<file path="src/rtl/hazard_control_unit.sv">
// Purpose : pipeline hazard control (load-use stall, mispredict flush) plus drain-and-halt sequencing.
// Latency : hazard outputs are combinational (0 cycles); halt drains DRAIN_CYCLES cycles after the halt_req edge.
// Backpr. : stall freezes PC and IF/ID; bubbles are inserted through flush_id_ie; no upstream handshake.
//
// Ports:
//   clk, reset          rising-edge clock, synchronous active-high reset
//   id_rs, id_rt        source fields of the instruction in ID; id_uses_rt marks rt as a real source
//   ie_rt, ie_mem_read  destination and load flag of the instruction in EX (ID/IE latch outputs)
//   ex_branch, ex_taken, ex_prediction   branch resolution in EX and the prediction carried with it
//   halt_req            start a drain; the pipeline then stays halted until reset
//   stall, flush_if_id, flush_id_ie, pc_redirect, halted   pipeline control outputs
//   stall_count, flush_count   saturating event counters, present only when HAZARD_STATS_EN is defined
//
// Build option: define HAZARD_STATS_EN to add the statistics counters and their ports.
// DRAIN_CYCLES must lie in 1..15 (the drain counter is 4 bits wide).

module hazard_control_unit #(
    parameter int DRAIN_CYCLES = 4,
    parameter int STAT_WIDTH   = 32
) (
    input  logic       clk,
    input  logic       reset,
    input  logic [4:0] id_rs,
    input  logic [4:0] id_rt,
    input  logic       id_uses_rt,
    input  logic [4:0] ie_rt,
    input  logic       ie_mem_read,
    input  logic       ex_branch,
    input  logic       ex_taken,
    input  logic       ex_prediction,
    input  logic       halt_req,
    output logic       stall,
    output logic       flush_if_id,
    output logic       flush_id_ie,
    output logic       pc_redirect,
    output logic       halted
`ifdef HAZARD_STATS_EN
    ,
    output logic [STAT_WIDTH-1:0] stall_count,
    output logic [STAT_WIDTH-1:0] flush_count
`endif
);

    localparam logic [1:0] ST_RUN    = 2'b00;
    localparam logic [1:0] ST_DRAIN  = 2'b01;
    localparam logic [1:0] ST_HALTED = 2'b10;

    // The counter runs DRAIN_CYCLES-1 down to 0, one DRAIN cycle per value.
    localparam logic [3:0] DRAIN_LOAD = 4'(DRAIN_CYCLES - 1);

    logic [1:0] state;
    logic [1:0] state_nxt;
    logic [3:0] drain_cnt;
    logic [3:0] drain_cnt_nxt;

    logic load_use;
    logic mispredict;

    // r0 is hard-wired zero, so a load "into" r0 never creates a dependency.
    always_comb begin
        load_use   = ie_mem_read && (ie_rt != 5'd0) &&
                     ((ie_rt == id_rs) || (id_uses_rt && (ie_rt == id_rt)));
        mispredict = ex_branch && (ex_taken != ex_prediction);
    end

    always_comb begin
        stall         = 1'b0;
        flush_if_id   = 1'b0;
        flush_id_ie   = 1'b0;
        pc_redirect   = 1'b0;
        halted        = 1'b0;
        state_nxt     = state;
        drain_cnt_nxt = drain_cnt;

        case (state)
            ST_RUN: begin
                // A mispredict squashes the dependent instruction in ID anyway,
                // so it wins over the load-use stall.
                if (mispredict) begin
                    flush_if_id = 1'b1;
                    flush_id_ie = 1'b1;
                    pc_redirect = 1'b1;
                end else if (load_use) begin
                    stall       = 1'b1;
                    flush_id_ie = 1'b1;
                end
                if (halt_req) begin
                    state_nxt     = ST_DRAIN;
                    drain_cnt_nxt = DRAIN_LOAD;
                end
            end

            ST_DRAIN: begin
                // Fetch is frozen and bubbles push the in-flight work out.
                // A branch already in EX may still redirect; the drain count keeps running.
                stall       = 1'b1;
                flush_id_ie = 1'b1;
                if (mispredict) begin
                    flush_if_id = 1'b1;
                    pc_redirect = 1'b1;
                end
                if (drain_cnt == 4'd0) begin
                    state_nxt = ST_HALTED;
                end else begin
                    drain_cnt_nxt = drain_cnt - 4'd1;
                end
            end

            ST_HALTED: begin
                // Terminal until reset; halt_req and branches have no effect.
                stall       = 1'b1;
                flush_id_ie = 1'b1;
                halted      = 1'b1;
            end

            default: begin
                // Unused encoding: fall back to RUN.
                state_nxt     = ST_RUN;
                drain_cnt_nxt = 4'd0;
            end
        endcase
    end

    always_ff @(posedge clk) begin
        if (reset) begin
            state     <= ST_RUN;
            drain_cnt <= 4'd0;
        end else begin
            state     <= state_nxt;
            drain_cnt <= drain_cnt_nxt;
        end
    end

`ifdef HAZARD_STATS_EN
    localparam logic [STAT_WIDTH-1:0] STAT_MAX = {STAT_WIDTH{1'b1}};
    localparam logic [STAT_WIDTH-1:0] STAT_ONE = {{(STAT_WIDTH-1){1'b0}}, 1'b1};

    // Both counters stick at all-ones rather than wrapping.
    always_ff @(posedge clk) begin
        if (reset) begin
            stall_count <= '0;
            flush_count <= '0;
        end else begin
            if (stall && (stall_count != STAT_MAX)) begin
                stall_count <= stall_count + STAT_ONE;
            end
            if (flush_if_id && (flush_count != STAT_MAX)) begin
                flush_count <= flush_count + STAT_ONE;
            end
        end
    end
`endif

endmodule

</file>
<file path="config.mk">
export PLATFORM = sky130hd
export DESIGN_NAME = hazard_control_unit
export DESIGN_NICKNAME = d
export VERILOG_FILES = /design/src/rtl/hazard_control_unit.sv
export SDC_FILE = /design/constraint.sdc
export NUM_CORES = 1
export LEC_CHECK = 0
export CORE_MARGIN = 10
export CORE_UTILIZATION = 45
export CTS_BUF_LIST = sky130_fd_sc_hd__clkbuf_8
export DETAILED_ROUTE_END_ITERATION = 8
export PLACE_DENSITY = 0.93
export SYNTH_ARGS = -nofsm -noshare
export SYNTH_HDL_FRONTEND = slang
export SYNTH_SLANG_ARGS = --single-unit
</file>
<file path="constraint.sdc">
create_clock -name clk -period 3.5 [get_ports clk]
set_input_delay 0.7 -clock clk [delete_from_list [all_inputs] [get_ports clk]]
set_output_delay 0.7 -clock clk [all_outputs]
set_load 0.005 [all_outputs]
</file>
==> run_results.csv <==
group,metric,value,unit
run_status,status,"finished clean",
clock_network,clock_latency,220,ps
cells_and_area,mostFrequentLayoutCell,"clkdlybuf4s50_1",
placed_design,port_buffers,27,
floorplanning,core-area,0.00128,mm^2
cells_and_area,nNetsFinal,137,
routing,viasPerCell,5.74,
critical_path,path_common_cell,"clkdlybuf4s50_1",
critical_path,required,2800,ps
cells_and_area,seq_area,120,um^2
yosys,ys_types,28,
cells_and_area,layoutNonFillerInstCount,121,
critical_path,slowest_delay,520,ps
yosys,ys_seq_area_frac,0.200,
floorplanning,initial_utilization,0.466,
routing,wl_per_cell,15.2,um
sta,setup_viol,0,
global_routing,grt_util_all_layers,0.119,
clock_network,path_clk_slew,40,ps
yosys,syn_nets,107,
sta,fin_crit_sh,0.928,
routing,remaining_drc_errors,0,
critical_path,critical_path_arrival,2550,ps
cells_and_area,insertedDiodeCount,0,
sta,rsz0062_at_grt,"false",
yosys,syn-cell-area,599,um^2
sta,tightest_slew,358,ps
clock_network,cts.sinks,6,
pwr,total_power,0.613,mW
placed_design,place.gp.congestion,0.866,
global_routing,overflow,0,
hold_path,hp-class,"reg2reg",
yosys,synth_warnings,0,
clock_network,cts_root_buffer,"clkbuf_8",
yosys,syn_inst,78,
sta,slew_viol_final,0,
cells_and_area,fillCellCount,106,
critical_path,r2r-start,"state[0]$_SDFFE_PP0P_",
critical_path,critPathMaxFanout,3,
sta,max_freq,308,MHz
sta,slew_headroom,0.761,
floorplanning,die_h,56.5,um
clock_network,cts_made_buffers,3,
yosys,syn_avg_cell_area,7.68,um^2
sta,setup_tns,0,ps
cells_and_area,multi_input_area,445,um^2
critical_path,startpoint_type,"input pin",
clock_network,cts_max_path_buffers,2,
clock_network,cts-resized-gates,0,
critical_path,path_cells,"clkdlybuf4s50_1 -> xor2_1 -> nor4_1 -> a32oi_1 -> o22ai_1 -> clkdlybuf4s50_1",
floorplanning,io-pin-count,28,
pwr,leakagePower,0.368,nW
floorplanning,dieWidth,56.5,um
floorplanning,die_area,0.00319,mm^2
clock_network,h-tree-depth,1,
clock_network,hold_buffers,0,
pwr,power_density,671,mW/mm^2
pwr,ir_drop,454,uV
yosys,synth-seq-cells,6,
routing,postRouteAntennaNets,0,
critical_path,cp_slowest_cell,"clkdlybuf4s50_1",
global_routing,antenna_found_initial,0,
routing,drt_iter0_markers,17,
critical_path,startpoint,"ie_rt[3]",
global_routing,grt_pass1_wl,3130,um
hold_path,worstHoldStart,"drain_cnt[1]$_SDFFE_PP0P_",
placed_design,dp_hpwl,1520,um
critical_path,worstSetupPathType,"in2out",
run,cap_violations,0,
placed_design,placedCellCount,118,
routing,vias,695,
cells_and_area,area_growth,52.6,%
floorplanning,rows,13,
critical_path,crit_path_end_kind,"primary output",
cells_and_area,layout-drive-gt1-share,0.0660,
routing,firstDrtPassIters,4,
cells_and_area,mostFrequentLayoutCells,"clkdlybuf4s50_1 (27), nor2_1 (11), xor2_1 (10)",
routing,wl,1840,um
sta,finalHoldViolCount,0,
clock_network,cts_tree,"yes",
global_routing,grt_max_degree,11,
clock_network,post_cts_buffers,0,
sta,timing.clock.skew,5.20,ps
sta,fin_crit,3250,ps
global_routing,grt_pass1_vias,703,
## final cells by class
cell class / count / area share
multi-input cells: 65 / 0.487
repair buffers: 27 / 0.295
clock buffers: 3 / 0.0451
flip-flops and latches: 6 / 0.131
inverters: 5 / 0.0205
well taps: 15 / 0.0205
## cell usage after synthesis
cell type | n | area share
a211oi_1 | 3 | 0.038
a211oi_2 | 1 | 0.021
a21oi_1 | 2 | 0.017
a31oi_1 | 2 | 0.021
a32oi_1 | 1 | 0.015
and2b_1 | 1 | 0.013
and2b_2 | 1 | 0.015
buf_4 | 2 | 0.025
dfxtp_1 | 6 | 0.20
ha_1 | 6 | 0.13
inv_1 | 5 | 0.031
mux2i_1 | 1 | 0.017
nand2_1 | 7 | 0.044
nand3_1 | 1 | 0.0083
nand3b_1 | 1 | 0.013
nand4_1 | 1 | 0.010
nand4b_1 | 1 | 0.015
nor2_1 | 11 | 0.069
nor2b_1 | 1 | 0.010
nor3_1 | 5 | 0.042
nor3b_1 | 1 | 0.013
nor4_1 | 2 | 0.021
o21ai_0 | 1 | 0.0083
o22ai_1 | 2 | 0.021
or2_2 | 1 | 0.010
or3b_4 | 1 | 0.019
xnor2_1 | 1 | 0.015
xor2_1 | 10 | 0.15
## state kept, by name (all words and copies together) (netlist names)
| signal | flops |
|---|---|
| drain_cnt | 4 |
| state | 2 |
## layer usage
layer  up-vias  global-route usage  part of all wire  wire length [um]
li1        330                   -                 -                 -
met1       317               0.116              0.36               670
met2        41               0.216              0.52               962
met3         7              0.0472             0.091               168
met4         0              0.0447             0.022                40
met5         -                   0                 0                 0
## per-stage QoR
step | hold slack (ps) | area [um^2] | utilization | setup slack [ps]
after floorplan | 477 | 599 | - | 1370
after global placement | 499 | 873 | 0.680 | 326
after detailed placement | 504 | 873 | 0.680 | 260
after CTS | 513 | 915 | 0.712 | 260
after global routing | 542 | 915 | 0.712 | 137
final | 515 | 915 | 0.712 | 252
## worst paths after layout
kind | endpoint | slack (ps) | cells after the start
hold / removal | drain_cnt[1]$_SDFFE_PP0P_ | 520 | 2
hold reg to reg | drain_cnt[1]$_SDFFE_PP0P_ | 520 | 2
setup reg to reg | drain_cnt[2]$_SDFFE_PP0P_ | 1780 | 6
setup / recovery | flush_id_ie | 250 | 6
## worst max-delay path: cells and delay by family
family	cells	cell delay, ps
buf+inv	2	990
compound gates	2	370
simple gates	1	290
xor+xnor	1	190
## kinds of logic after synthesis
logic type / after synthesis / synth area share
compound gates: 12 / 0.140
mux: 1 / 0.0167
fa+ha+maj: 6 / 0.125
buf+inv: 7 / 0.0564
xor+xnor: 11 / 0.161
flops: 6 / 0.200
simple gates: 35 / 0.301
## where the power goes
group / switching [mW] / internal (mW) / leakage [nW]
logic: 0.191 / 0.202 / 0.297
clock network: 0.0301 / 0.0739 / 0.0216
registers: 0.0245 / 0.0920 / 0.0493
No activity file was read; power rests on OpenSTA's default activity.
